<file path="src/rtl/wishbone_arb_pkg.sv">
// wishbone_arb_pkg
// Shared types and constants for the Wishbone round-robin arbiter.
//   arb_state_e       : arbiter FSM states (IDLE, GRANT)
//   N_MASTERS_DEFAULT : default number of requesting masters
//   last_owner_reset  : reset value of the round-robin pointer, chosen so
//                       that master 0 is searched first after reset
package wishbone_arb_pkg;

  typedef enum logic {
    IDLE  = 1'b0,
    GRANT = 1'b1
  } arb_state_e;

  localparam int N_MASTERS_DEFAULT = 3;

  function automatic int last_owner_reset(input int n_masters);
    return n_masters - 1;
  endfunction

endpackage

</file>
<file path="src/rtl/rr_picker.sv">
// rr_picker
// Purely combinational round-robin picker. The search starts one position
// after last_owner and wraps modulo N_MASTERS; the first eligible bit wins.
// Ports:
//   eligible   : in,  N_MASTERS  - requests that may be granted
//   last_owner : in,  W_SEL      - index of the most recent owner
//   winner     : out, W_SEL      - chosen index (0 when nothing is found)
//   found      : out, 1          - at least one eligible request exists
module rr_picker #(
  parameter int N_MASTERS = 3,
  parameter int W_SEL     = $clog2(N_MASTERS)
) (
  input  logic [N_MASTERS-1:0] eligible,
  input  logic [W_SEL-1:0]     last_owner,
  output logic [W_SEL-1:0]     winner,
  output logic                 found
);

  int idx;

  // Walk offsets 1..N so the previous owner is considered last; the found
  // flag freezes the first hit while the loop keeps a fixed trip count.
  always_comb begin
    winner = '0;
    found  = 1'b0;
    idx    = 0;
    for (int k = 1; k <= N_MASTERS; k++) begin
      idx = (int'(last_owner) + k) % N_MASTERS;
      if (!found && eligible[idx]) begin
        winner = W_SEL'(idx);
        found  = 1'b1;
      end
    end
  end

endmodule

</file>
<file path="src/rtl/wishbone_rr_arbiter.sv">
// wishbone_rr_arbiter
// Round-robin arbiter for the shared Wishbone bus. Ownership is held for a
// whole bus cycle (cyc rise to cyc fall); when the owner releases, the next
// requester is selected in the same cycle so handover has no idle bubble.
// Optional feature macro: WB_ARB_TIMEOUT_EN adds a watchdog that revokes
// ownership after TIMEOUT_CYCLES cycles without ack and masks the offender
// until it drops its request.
// Ports:
//   clk          : in,  1         - bus clock
//   rstn         : in,  1         - asynchronous active-low reset
//   req          : in,  N_MASTERS - cyc of each master
//   ack          : in,  1         - ack from the shared slave side
//   slave_select : out, W_SEL     - registered owner index (mux select)
//   grant        : out, N_MASTERS - one-hot owner, zero when idle
//   bus_en       : out, 1         - high while a grant is active
//   timeout_err  : out, 1         - one-cycle pulse on revocation
module wishbone_rr_arbiter
  import wishbone_arb_pkg::*;
#(
  parameter int N_MASTERS      = N_MASTERS_DEFAULT,
  parameter int W_SEL          = $clog2(N_MASTERS),
  parameter int TIMEOUT_CYCLES = 256
) (
  input  logic                 clk,
  input  logic                 rstn,
  input  logic [N_MASTERS-1:0] req,
  input  logic                 ack,
  output logic [W_SEL-1:0]     slave_select,
  output logic [N_MASTERS-1:0] grant,
  output logic                 bus_en,
  output logic                 timeout_err
);

  localparam logic [N_MASTERS-1:0] ONE_HOT_0      = {{(N_MASTERS-1){1'b0}}, 1'b1};
  localparam logic [W_SEL-1:0]     LAST_OWNER_RST = W_SEL'(last_owner_reset(N_MASTERS));

  arb_state_e             state, state_next;
  logic [W_SEL-1:0]       owner, owner_next;
  logic [W_SEL-1:0]       last_owner, last_owner_next;
  logic [N_MASTERS-1:0]   owner_onehot;
  logic [N_MASTERS-1:0]   pick_vec;
  logic [W_SEL-1:0]       pick_winner;
  logic                   pick_found;
  logic                   new_grant;
  logic                   timeout_hit;
  logic [N_MASTERS-1:0]   mask_q;

  assign owner_onehot = ONE_HOT_0 << owner;

  // The current owner is never a candidate while it holds the bus: either it
  // has released, or the watchdog is revoking it.
  assign pick_vec = req & ~mask_q & ((state == GRANT) ? ~owner_onehot : '1);

  rr_picker #(
    .N_MASTERS (N_MASTERS),
    .W_SEL     (W_SEL)
  ) u_picker (
    .eligible   (pick_vec),
    .last_owner (last_owner),
    .winner     (pick_winner),
    .found      (pick_found)
  );

  // Next-state logic: requests from others are ignored while the owner keeps
  // cyc high, so block cycles are never split.
  always_comb begin
    state_next      = state;
    owner_next      = owner;
    last_owner_next = last_owner;
    new_grant       = 1'b0;
    case (state)
      IDLE: begin
        if (pick_found) begin
          state_next      = GRANT;
          owner_next      = pick_winner;
          last_owner_next = pick_winner;
          new_grant       = 1'b1;
        end
      end
      GRANT: begin
        if (!req[owner] || timeout_hit) begin
          if (pick_found) begin
            owner_next      = pick_winner;
            last_owner_next = pick_winner;
            new_grant       = 1'b1;
          end else begin
            state_next = IDLE;
          end
        end
      end
      default: state_next = IDLE;
    endcase
  end

  // State and ownership registers; grant is recomputed from the next state so
  // it never shows a stale owner, and reset drops it immediately.
  always_ff @(posedge clk or negedge rstn) begin
    if (!rstn) begin
      state      <= IDLE;
      owner      <= '0;
      last_owner <= LAST_OWNER_RST;
      grant      <= '0;
    end else begin
      state      <= state_next;
      owner      <= owner_next;
      last_owner <= last_owner_next;
      grant      <= (state_next == GRANT) ? (ONE_HOT_0 << owner_next) : '0;
    end
  end

  assign slave_select = owner;
  assign bus_en       = (state == GRANT);

`ifdef WB_ARB_TIMEOUT_EN
  localparam int CNT_W = $clog2(TIMEOUT_CYCLES + 1);

  logic [CNT_W-1:0] wd_count;
  logic             timeout_err_q;

  // The counter is 0 in the first cycle of every grant, so reaching
  // TIMEOUT_CYCLES-1 means that many grant cycles passed without ack.
  assign timeout_hit = (state == GRANT) && !ack &&
                       (wd_count == CNT_W'(TIMEOUT_CYCLES - 1));

  // A revoked master stays masked until it drops cyc, so it cannot grab the
  // bus again with the same hung cycle.
  always_ff @(posedge clk or negedge rstn) begin
    if (!rstn) begin
      wd_count      <= '0;
      mask_q        <= '0;
      timeout_err_q <= 1'b0;
    end else begin
      timeout_err_q <= timeout_hit;
      mask_q        <= (mask_q & req) | (timeout_hit ? owner_onehot : '0);
      if (new_grant || ack || state != GRANT) begin
        wd_count <= '0;
      end else begin
        wd_count <= wd_count + 1'b1;
      end
    end
  end

  assign timeout_err = timeout_err_q;
`else
  logic unused_ack;
  localparam int unused_timeout_cycles = TIMEOUT_CYCLES;

  assign unused_ack  = ack;
  assign mask_q      = '0;
  assign timeout_hit = 1'b0;
  assign timeout_err = 1'b0;
`endif

endmodule

</file>
<file path="config.mk">
export PLATFORM = sky130hd
export DESIGN_NAME = wishbone_rr_arbiter
export DESIGN_NICKNAME = d
export VERILOG_FILES = /design/src/rtl/wishbone_arb_pkg.sv /design/src/rtl/rr_picker.sv /design/src/rtl/wishbone_rr_arbiter.sv
export SDC_FILE = /design/constraint.sdc
export NUM_CORES = 1
export LEC_CHECK = 0
export CORE_MARGIN = 2
export CORE_UTILIZATION = 40
export DETAILED_ROUTE_END_ITERATION = 10
export GPL_ROUTABILITY_DRIVEN = 0
export GPL_TIMING_DRIVEN = 0
export PLACE_DENSITY = 0.72
export SLEW_MARGIN = 20
export SYNTH_ARGS = -nofsm -noshare
export SYNTH_HDL_FRONTEND = slang
export SYNTH_HIERARCHICAL = 1
export SYNTH_SLANG_ARGS = --single-unit
</file>
<file path="constraint.sdc">
create_clock -name clk -period 2.1 [get_ports clk]
set_input_delay 0.21 -clock clk [delete_from_list [all_inputs] [get_ports clk]]
set_output_delay 0.21 -clock clk [all_outputs]
set_load 0.05 [all_outputs]
</file>
==> impl_metrics.yaml, run 1 <==
timing:
  fin_crit_sh: 0.9640
  timing_max_transition_violations_final: 0
  finalCriticalPeriod_ns: 2.024
  fin_tns_setup_ns: 0
  hold-worst-slack_ns: 0.2233
  finalHoldViolCount: 0
  final_setup_violating_endpoints: 0
  grt_setup_unrepaired: "no"
  worst_skew_ns: 0.01055
  max_frequency_mhz: 494.0
  final_critical_path_setup_slack_ns: 0.07568
synthesis:
  netlist_top_cells_area: "dfrtp_1 33%, mux2_2 6.4%, mux2i_1 5.6%, dfstp_2 4.9%, inv_1 4.9%"
  synth_edf_count: 0
  synth_async_sr_flop_share: 1.000
  netlist.top_cell.by_area: "dfrtp_1"
  ys_ff_latch: 8
  synth_top_cells_by_count: "7 x dfrtp_1, 7 x inv_1, 5 x o21ai_0"
  ys_types: 27
  ys_dominant_reg_cell: "dfrtp_1"
  yosysTopAreaCellShare: 0.3294
  postSynthNetCount: 63
  avgSynthCellArea_sq_um: 9.668
  synth-seq-area-share: 0.3788
  yosys_warnings: 6
  syn-cell-area_sq_um: 531.8
  syn_inst: 55
detailed_routing:
  viasPerCell: 5.459
  dr.pass1.iters: 4
  dr.first_iter.drc_count: 3
  route.vias.total: 464
  drtAntennaViolNets: 0
  route.detailed.drc: 0
  wl_per_cell_microns: 13.06
  detail_route.wirelength_microns: 1110
worst_setup_path:
  critical_path_required_ns: 2.23
  critPathMaxStageDelay_ns: 0.54
  cpLargestDelayFamily: "adder cells"
  timing.rr.end: "last_owner[0]"
  critical_path.n_buffers_inverters: 0
  worst-r2r-setup-slack_ns: 0.08
  r2r_start: "last_owner[1]"
  critPathMaxFanout: 6
  timing.reg2reg.worst_path_depth: 5
  worst-setup-path-type: "flip-flop to flip-flop"
  timing.critical_path.to_type: "flip-flop"
  cp_slowest_cell: "dfstp_2"
  timing.critical_path.arrival_ns: 2.15
  start_kind: "flip-flop"
  crit_chain: "ha_2, maj3_2, a21oi_4, o211ai_4, mux2_4"
cells_and_area:
  area_growth_pct: 36.47
  num_antenna_cells: 0
  post-route-cell-area_sq_um: 725.7
  post_layout_util: 0.5720
  drive_gt1_frac: 0.2714
  fin_nets: 79
cts:
  cts_root_buffer: "clkbuf_4"
  cts_inserted_buffers: 3
  cts_tree: "done"
  cts_sinks: 8
  clk_path_buf_depth: 2
  path_clk_slew_ns: 0.06
  clock_tree.htree_level_count: 1
  clk_latency_ns: 0.25
floorplan:
  rows: 13
  die-area_sq_mm: 0.001637
  core_region_sq_mm: 0.001269
  top_level_ports: 13
  height_of_the_chip_microns: 40.46
  initial_core_util: 0.4191
  floorplan.die.width_microns: 40.46
hold_path:
  min_path_type: "input pin to asynchronous set/reset pin"
power:
  ir_worst_vdd_mv: 0.8282
  static_leakage_uw: 0.0002994
  p_per_area_mw_per_mm2: 1751
place:
  place_worst_setup_slack_ns: -0.2033
  dp.final_hpwl_microns: 761.4
  placed_cell_area_sq_um: 653.1
  place.port_buffers: 10
grt:
  first_global_vias: 401
  grt_usage: 0.1527
  grt_residual_overflow: 0
  grt_max_degree: 9
  grt_pass1_wl_microns: 1607
  number_of_antenna_violations_at_the_first_check_in_global_routing: 0
outcome:
  run_status: "complete, no violations"
flow_run:
  drv_cap: 0
-- cells in the final DEF (no fill, tap or decap), types with 3 or more instances in the layout --
master,synthesis,layout
nand4b_1,3,3
inv_1,7,7
mux2i_1,3,3
clkbuf_4,0,3
dfrtp_1,7,5
clkdlybuf4s50_1,0,10
o21ai_0,5,5
-- registers in the layout, summed over array words and instances (netlist names) --
signal	flops
grant	3
last_owner	2
slave_select	2
bus_en	1
-- power by group --
group / internal (uW) / total, uW / switching (uW)
sequential: 228 / 284 / 56.5
combinational: 369 / 864 / 496
clock: 72.5 / 122 / 49.4
total: 669 / 1270 / 602
-- area by class of cell --
type,instances,area (sq um)
multi-input cells,39,335.3
inverters,7,26.28
flip-flops and latches,8,203.9
repair buffers,11,107.6
plain buffers,1,7.507
clock buffers,4,26.28
fillers,123,543.0
well taps,15,18.77
-- kinds of logic after synthesis --
| group | count (synthesis) | share of synthesized area |
|---|---|---|
| AOI/OAI and AO/OA | 18 | 0.2329 |
| adders and majority gates | 3 | 0.06823 |
| buffers and inverters | 8 | 0.06354 |
| DFF | 8 | 0.3788 |
| muxes | 6 | 0.1200 |
| other | 1 | 0.007052 |
| and+or+nand+nor | 11 | 0.1294 |
-- how the worst max path moves through the flow --
stage                                from               to  depth (start not counted)
after global placement             req[2]    last_owner[0]                          8
after detailed placement           req[2]    last_owner[0]                          8
final                       last_owner[1]    last_owner[0]                          5
after global routing      slave_select[1]  slave_select[1]                          7
after CTS                   last_owner[1]    last_owner[0]                          6
after floorplan                    bus_en  slave_select[1]                          7
-- layer usage --
metal	vias up	share of wire	global-route usage
met3	0	0.057	0.1000
met4	0	0	0
met5	-	0	0
met1	224	0.40	0.1593
met2	9	0.54	0.2698
li1	231	-	-
-- timing repair --
| item | 4_1_cts | 5_1_grt |
|---|---|---|
| gates resized for setup | 1 | 7 |
| pin swaps | 0 | 3 |
| setup buffers | 0 | 1 |
| hold buffers | 0 | 0 |
| endpoints found under the setup margin | 3 | 3 |
-- worst reg2reg max path, stage by stage (launching register included) --
cell and delay, ns:
dfstp_2 0.54, ha_2 0.31, maj3_2 0.35, a21oi_4 0.25
o211ai_4 0.14, mux2_4 0.32
-- stage by stage --
stage / cells / total power [uW]
floorplan: 55 / 839.3
global placement: 80 / 1012
detailed placement: 80 / 1020
CTS: 84 / 1161
global route: 85 / 1365
finish: 85 / 1271
Note: power is estimated with default switching activity, not from simulation.
==> run 2, diff against run 1 <==
- CAP_MARGIN: default -> 20
==> results of run 2 <==
Final layout, timing and power as in run 1 (identical DEF).
==> run 3, diff against run 2 <==
- PLACE_DENSITY: 0.72 -> 0.7
- clock period: 2.1 -> 2.2 ns (I/O delays scaled with it)
==> run 3 against run 2 <==
Critical path depth is 1 higher. Clock skew shrank 0.0037 ns. Via count shrank 2.4%. Final area down 6.2%. Maximum frequency shrank 0.54%. First-iteration DRC count is 130% higher. Worst setup slack gained 0.089 ns. Sequential share of layout area rose by 1.5 points. Register-to-register slack better by 0.09 ns. Sequential cell count is the same. Critical endpoint unchanged. Largest cell class unchanged. Largest power group unchanged.
==> impl_metrics.yaml, run 3 (same netlist as run 1, synthesis figures left out) <==
grt:
  first_global_vias: 380
  grt_max_degree: 9
  grt_residual_overflow: 0
  grt_pass1_wl_microns: 1442
  grt_usage: 0.1332
  number_of_antenna_violations_at_the_first_check_in_global_routing: 0
detailed_routing:
  route.detailed.drc: 0
  drtAntennaViolNets: 0
  dr.pass1.iters: 5
  wl_per_cell_microns: 11.57
  viasPerCell: 5.393
  dr.first_iter.drc_count: 7
  route.vias.total: 453
  detail_route.wirelength_microns: 972
floorplan:
  height_of_the_chip_microns: 40.46
  core_region_sq_mm: 0.001269
  floorplan.die.width_microns: 40.46
  die-area_sq_mm: 0.001637
  rows: 13
  top_level_ports: 13
  initial_core_util: 0.4191
hold_path:
  min_path_type: "input pin to asynchronous set/reset pin"
cts:
  clk_latency_ns: 0.25
  clock_tree.htree_level_count: 1
  clk_path_buf_depth: 2
  cts_tree: "done"
  cts_root_buffer: "clkbuf_4"
  cts_inserted_buffers: 3
  path_clk_slew_ns: 0.06
  cts_sinks: 8
cells_and_area:
  largest_register: "grant"
  drive_gt1_frac: 0.1739
  post_layout_util: 0.5365
  post-route-cell-area_sq_um: 680.7
  largest_register_ff_count: 3
  area_growth_pct: 28.00
  fin_nets: 78
  num_antenna_cells: 0
  filler_cell_count: 125
  mostFrequentLayoutCells: "10 x clkdlybuf4s50_1, 7 x inv_1, 7 x dfrtp_1, 5 x o21ai_0"
  mostFrequentLayoutCell: "clkdlybuf4s50_1"
timing:
  max_frequency_mhz: 491.3
  final_setup_violating_endpoints: 0
  timing_max_transition_violations_final: 0
  finalHoldViolCount: 0
  worst_skew_ns: 0.006831
  finalCriticalPeriod_ns: 2.035
  fin_crit_sh: 0.9251
  grt_setup_unrepaired: "no"
  hold-worst-slack_ns: 0.2390
  final_critical_path_setup_slack_ns: 0.1647
place:
  place_worst_setup_slack_ns: -0.07339
  place.port_buffers: 10
  placed_cell_area_sq_um: 650.6
worst_setup_path:
  critical_path_required_ns: 2.33
  worst-setup-path-type: "flip-flop to flip-flop"
  critPathMaxFanout: 6
  crit_chain: "ha_1, o32a_1, o21ai_1, a21oi_2, o211ai_2, mux2_2"
  cp_slowest_cell: "dfstp_2"
  r2r_start: "last_owner[1]"
  worst-r2r-setup-slack_ns: 0.16
  timing.critical_path.arrival_ns: 2.16
  critPathMaxStageDelay_ns: 0.53
  timing.critical_path.to_type: "flip-flop"
  timing.reg2reg.worst_path_depth: 6
  critical_path.n_buffers_inverters: 0
  start_kind: "flip-flop"
  timing.rr.end: "last_owner[0]"
  cpLargestDelayFamily: "compound AO/OA/AOI/OAI gates"
outcome:
  run_status: "complete, no violations"
power:
  ir_worst_vdd_mv: 0.6363
  total_power_uw: 1095
  p_per_area_mw_per_mm2: 1609
  static_leakage_uw: 0.0002912
flow_run:
  drv_cap: 0
[run 3: cell types whose count changed in the layout (fill, tap and decap cells not counted), moves of 2 or more]
cell	before	now
ha_1	0	2
dfrtp_1	5	7
ha_2	2	0
dfrtp_2	2	0
[run 3: area by class of cell]
cell class                      count  area (sq um)  area share
Inverter                            7         26.28     0.03860
Tap cell                           15         18.77     0.02757
Multi-Input combinational cell     39         300.3      0.4412
Sequential cell                     8         201.4      0.2960
Buffer                              1         7.507     0.01103
Timing Repair Buffer               10         100.1      0.1471
Clock buffer                        4         26.28     0.03860
[run 3: report_power, final]
part / internal [uW] / switching [uW] / leakage, uW
logic: 291 / 422 / 0.000178
registers: 215 / 51.7 / 0.0000984
clock network: 69.1 / 46.3 / 0.0000150
total: 575 / 520 / 0.000291
[run 3: timing repair]
item | in CTS | in global routing
resized for setup | 0 | 1
hold buffers | 0 | 0
endpoints found under the setup margin | 0 | 3
setup buffers | 0 | 0
[run 3: worst max-delay path by stage]
| stage | from | slack (ns) | endpoint | cells after the start |
|---|---|---|---|---|
| after floorplan | slave_select[0] | 0.008 | slave_select[1] | 7 |
| after global placement | req[2] | -0.08 | last_owner[0] | 8 |
| after detailed placement | req[2] | -0.07 | last_owner[0] | 8 |
| after CTS | last_owner[1] | 0.04 | last_owner[0] | 5 |
| after global routing | slave_select[0] | 0.05 | slave_select[1] | 7 |
| final | last_owner[1] | 0.16 | last_owner[0] | 6 |
[run 3: per-layer routing]
metal | vias up | track usage | wire [microns]
met2 | 13 | 0.2222 | 462
li1 | 228 | - | -
met1 | 212 | 0.1627 | 464
met5 | - | 0 | 0
met4 | 0 | 0 | 0
met3 | 0 | 0.06667 | 45
[run 3: stage by stage]
step,TNS [ns],std cells
2_1_floorplan,0,55
5_1_grt,0,84
3_3_place_gp,-0.1984,80
6_report,0,84
3_5_place_dp,-0.1708,80
4_1_cts,0,84
==> RTL change (config.mk and constraints of run 3) <==
The option `WB_ARB_TIMEOUT_EN` is turned on by a define.
--- a/src/rtl/wishbone_rr_arbiter.sv
+++ b/src/rtl/wishbone_rr_arbiter.sv
@@ -15,4 +15,6 @@
 //   bus_en       : out, 1         - high while a grant is active
 //   timeout_err  : out, 1         - one-cycle pulse on revocation
+`define WB_ARB_TIMEOUT_EN
+
 module wishbone_rr_arbiter
   import wishbone_arb_pkg::*;
Check against the original RTL: same outputs for any inputs over 4 cycles, from zero or initial values and one cycle with rstn low; that may be too few to reach the edited logic, so the function may still have changed.
==> RTL change against run 3 <==
- first-iteration DRC count rose to 4.1 times the old value
- sequential cell count increased by 13
- die area up 100%
- critical path depth up 3
- total power increased by 45%
- final area grew 100%
- non-clock buffer count increased by 5
- wire length rose by 130%
- setup slack got worse by 0.039 ns
- worst hold slack better by 0.18 ns
- area after synthesis rose by 110%
- critical endpoint is now wd_count[1]
- largest power group unchanged
==> RTL change: results (changes against run 3) <==
Vias per inst: 5.46 (was 5.39)
Status: complete, no violations (unchanged)
Count of cell types in the netlist: 35 (was 27)
WHS: 0.421 ns (was 0.239 ns)
Initial antenna violation count: 0 (unchanged)
Proportion of synthesized area in mux cells: 4.29% (was 12.0%)
Placed cell count: 160 (was 80)
Synth Area in XOR/XNOR: 4.62% (was 0%)
R2R cell count: 9 (was 6)
Layout cell share with drive strength beyond 1: 16.2% (was 17.4%)
Cells taking the most area after synthesis: dfrtp_1 44%, nor2_1 4.6%, a21oi_1 4.4% (was dfrtp_1 33%, mux2_2 6.4%, mux2i_1 5.6%)
Pre-antenna DRT Iters: 4 (was 5)
Comb pwr share: 54.4% (was 65.1%)
Placed cell areas: 0.00130 sq mm (was 651 sq um)
Synth top cells by count: 20 x dfrtp_1, 14 x nor2_1, 10 x a21oi_1, 7 x inv_1, 7 x nand3_1 (was 7 x dfrtp_1, 7 x inv_1, 5 x o21ai_0)
Total track usage: 15.3% (was 13.3%)
Switch share: 45.0% (was 47.5%)
Synth Area in Compound Gates: 15.5% (was 23.3%)
CP Max Fanout: 9 (was 6)
Port bufs: 12 (was 10)
Peak supply drop: 0.815 mV (was 0.636 mV)
CTS clk-pin slew, worst paths: 0.12 ns (was 0.06 ns)
Setup repair bufs after CTS: 1 (was 0)
Dpl ws: -0.183 ns (was -0.0734 ns)
Reg2reg setup slack: 0.13 ns (was 0.16 ns)
Seq/Total Area, Yosys: 46.3% (was 37.9%)
Vias in the first global route: 910 (was 380)
Fin nets: 147 (was 78)
Max incr delay on CP: 0.41 ns (was 0.53 ns)
Skew-Pair Late Insertion Delay: 0.31 ns (was 0.25 ns)
LEAKAGE: 0.618 nW (was 0.291 nW)
Adder-cell share of the synthesized area: 5.39% (was 6.82%)
First-pass GRT wire length: 3840 microns (was 1440 microns)
Post_cts resized: 2 (was 0)
Clock Power Share: 11.9% (was 10.5%)
Worst path arrival time: 2.28 ns (was 2.16 ns)
Crit share post-route: 94.3% (was 92.5%)
Largest net degree at the start of global routing: 22 (was 9)
Final Skew: 0.00623 ns (was 0.00683 ns)
Psw: 0.000714 W (was 0.000520 W)
Post-Syn Instances: 117 (was 55)
==> RTL change: changes by cell type after synthesis, moves of 4 or more <==
cell	delta
dfrtp_1	+13
nand2_1	+4
nor2_1	+12
a21oi_1	+7
nor2b_1	+4
o21ai_1	+4
nand3_1	+6
xor2_1	+5
==> RTL change: layout make-up <==
class	instances	area, sq um
buffer	1	5.00
clock buffer	3	22.5
clock inverter	1	5.00
fill	263	1360
inverter	7	26.3
multi-input combinational	88	602
sequential	21	528
tap	31	38.8
timing repair buffer	15	143
==> RTL change: metal layers <==
metal  share of wire, %  GRT usage (%)  vias up
met5                  0              0        -
met4               0.53           3.99        0
met3                2.6           4.08        2
met2                 54           28.6       11
met1                 43           17.2      452
li1                   -              -      447
==> RTL change: path summary, 6_finish.rpt <==
kind,start,to
max in group asynchronous,rstn,slave_select[1]
hold reg to reg,last_owner[1],last_owner[1]
hold / removal,rstn,wd_count[4]
setup / recovery,slave_select[1],wd_count[1]
min in group clk,last_owner[1],last_owner[1]
setup reg to reg,slave_select[1],wd_count[1]
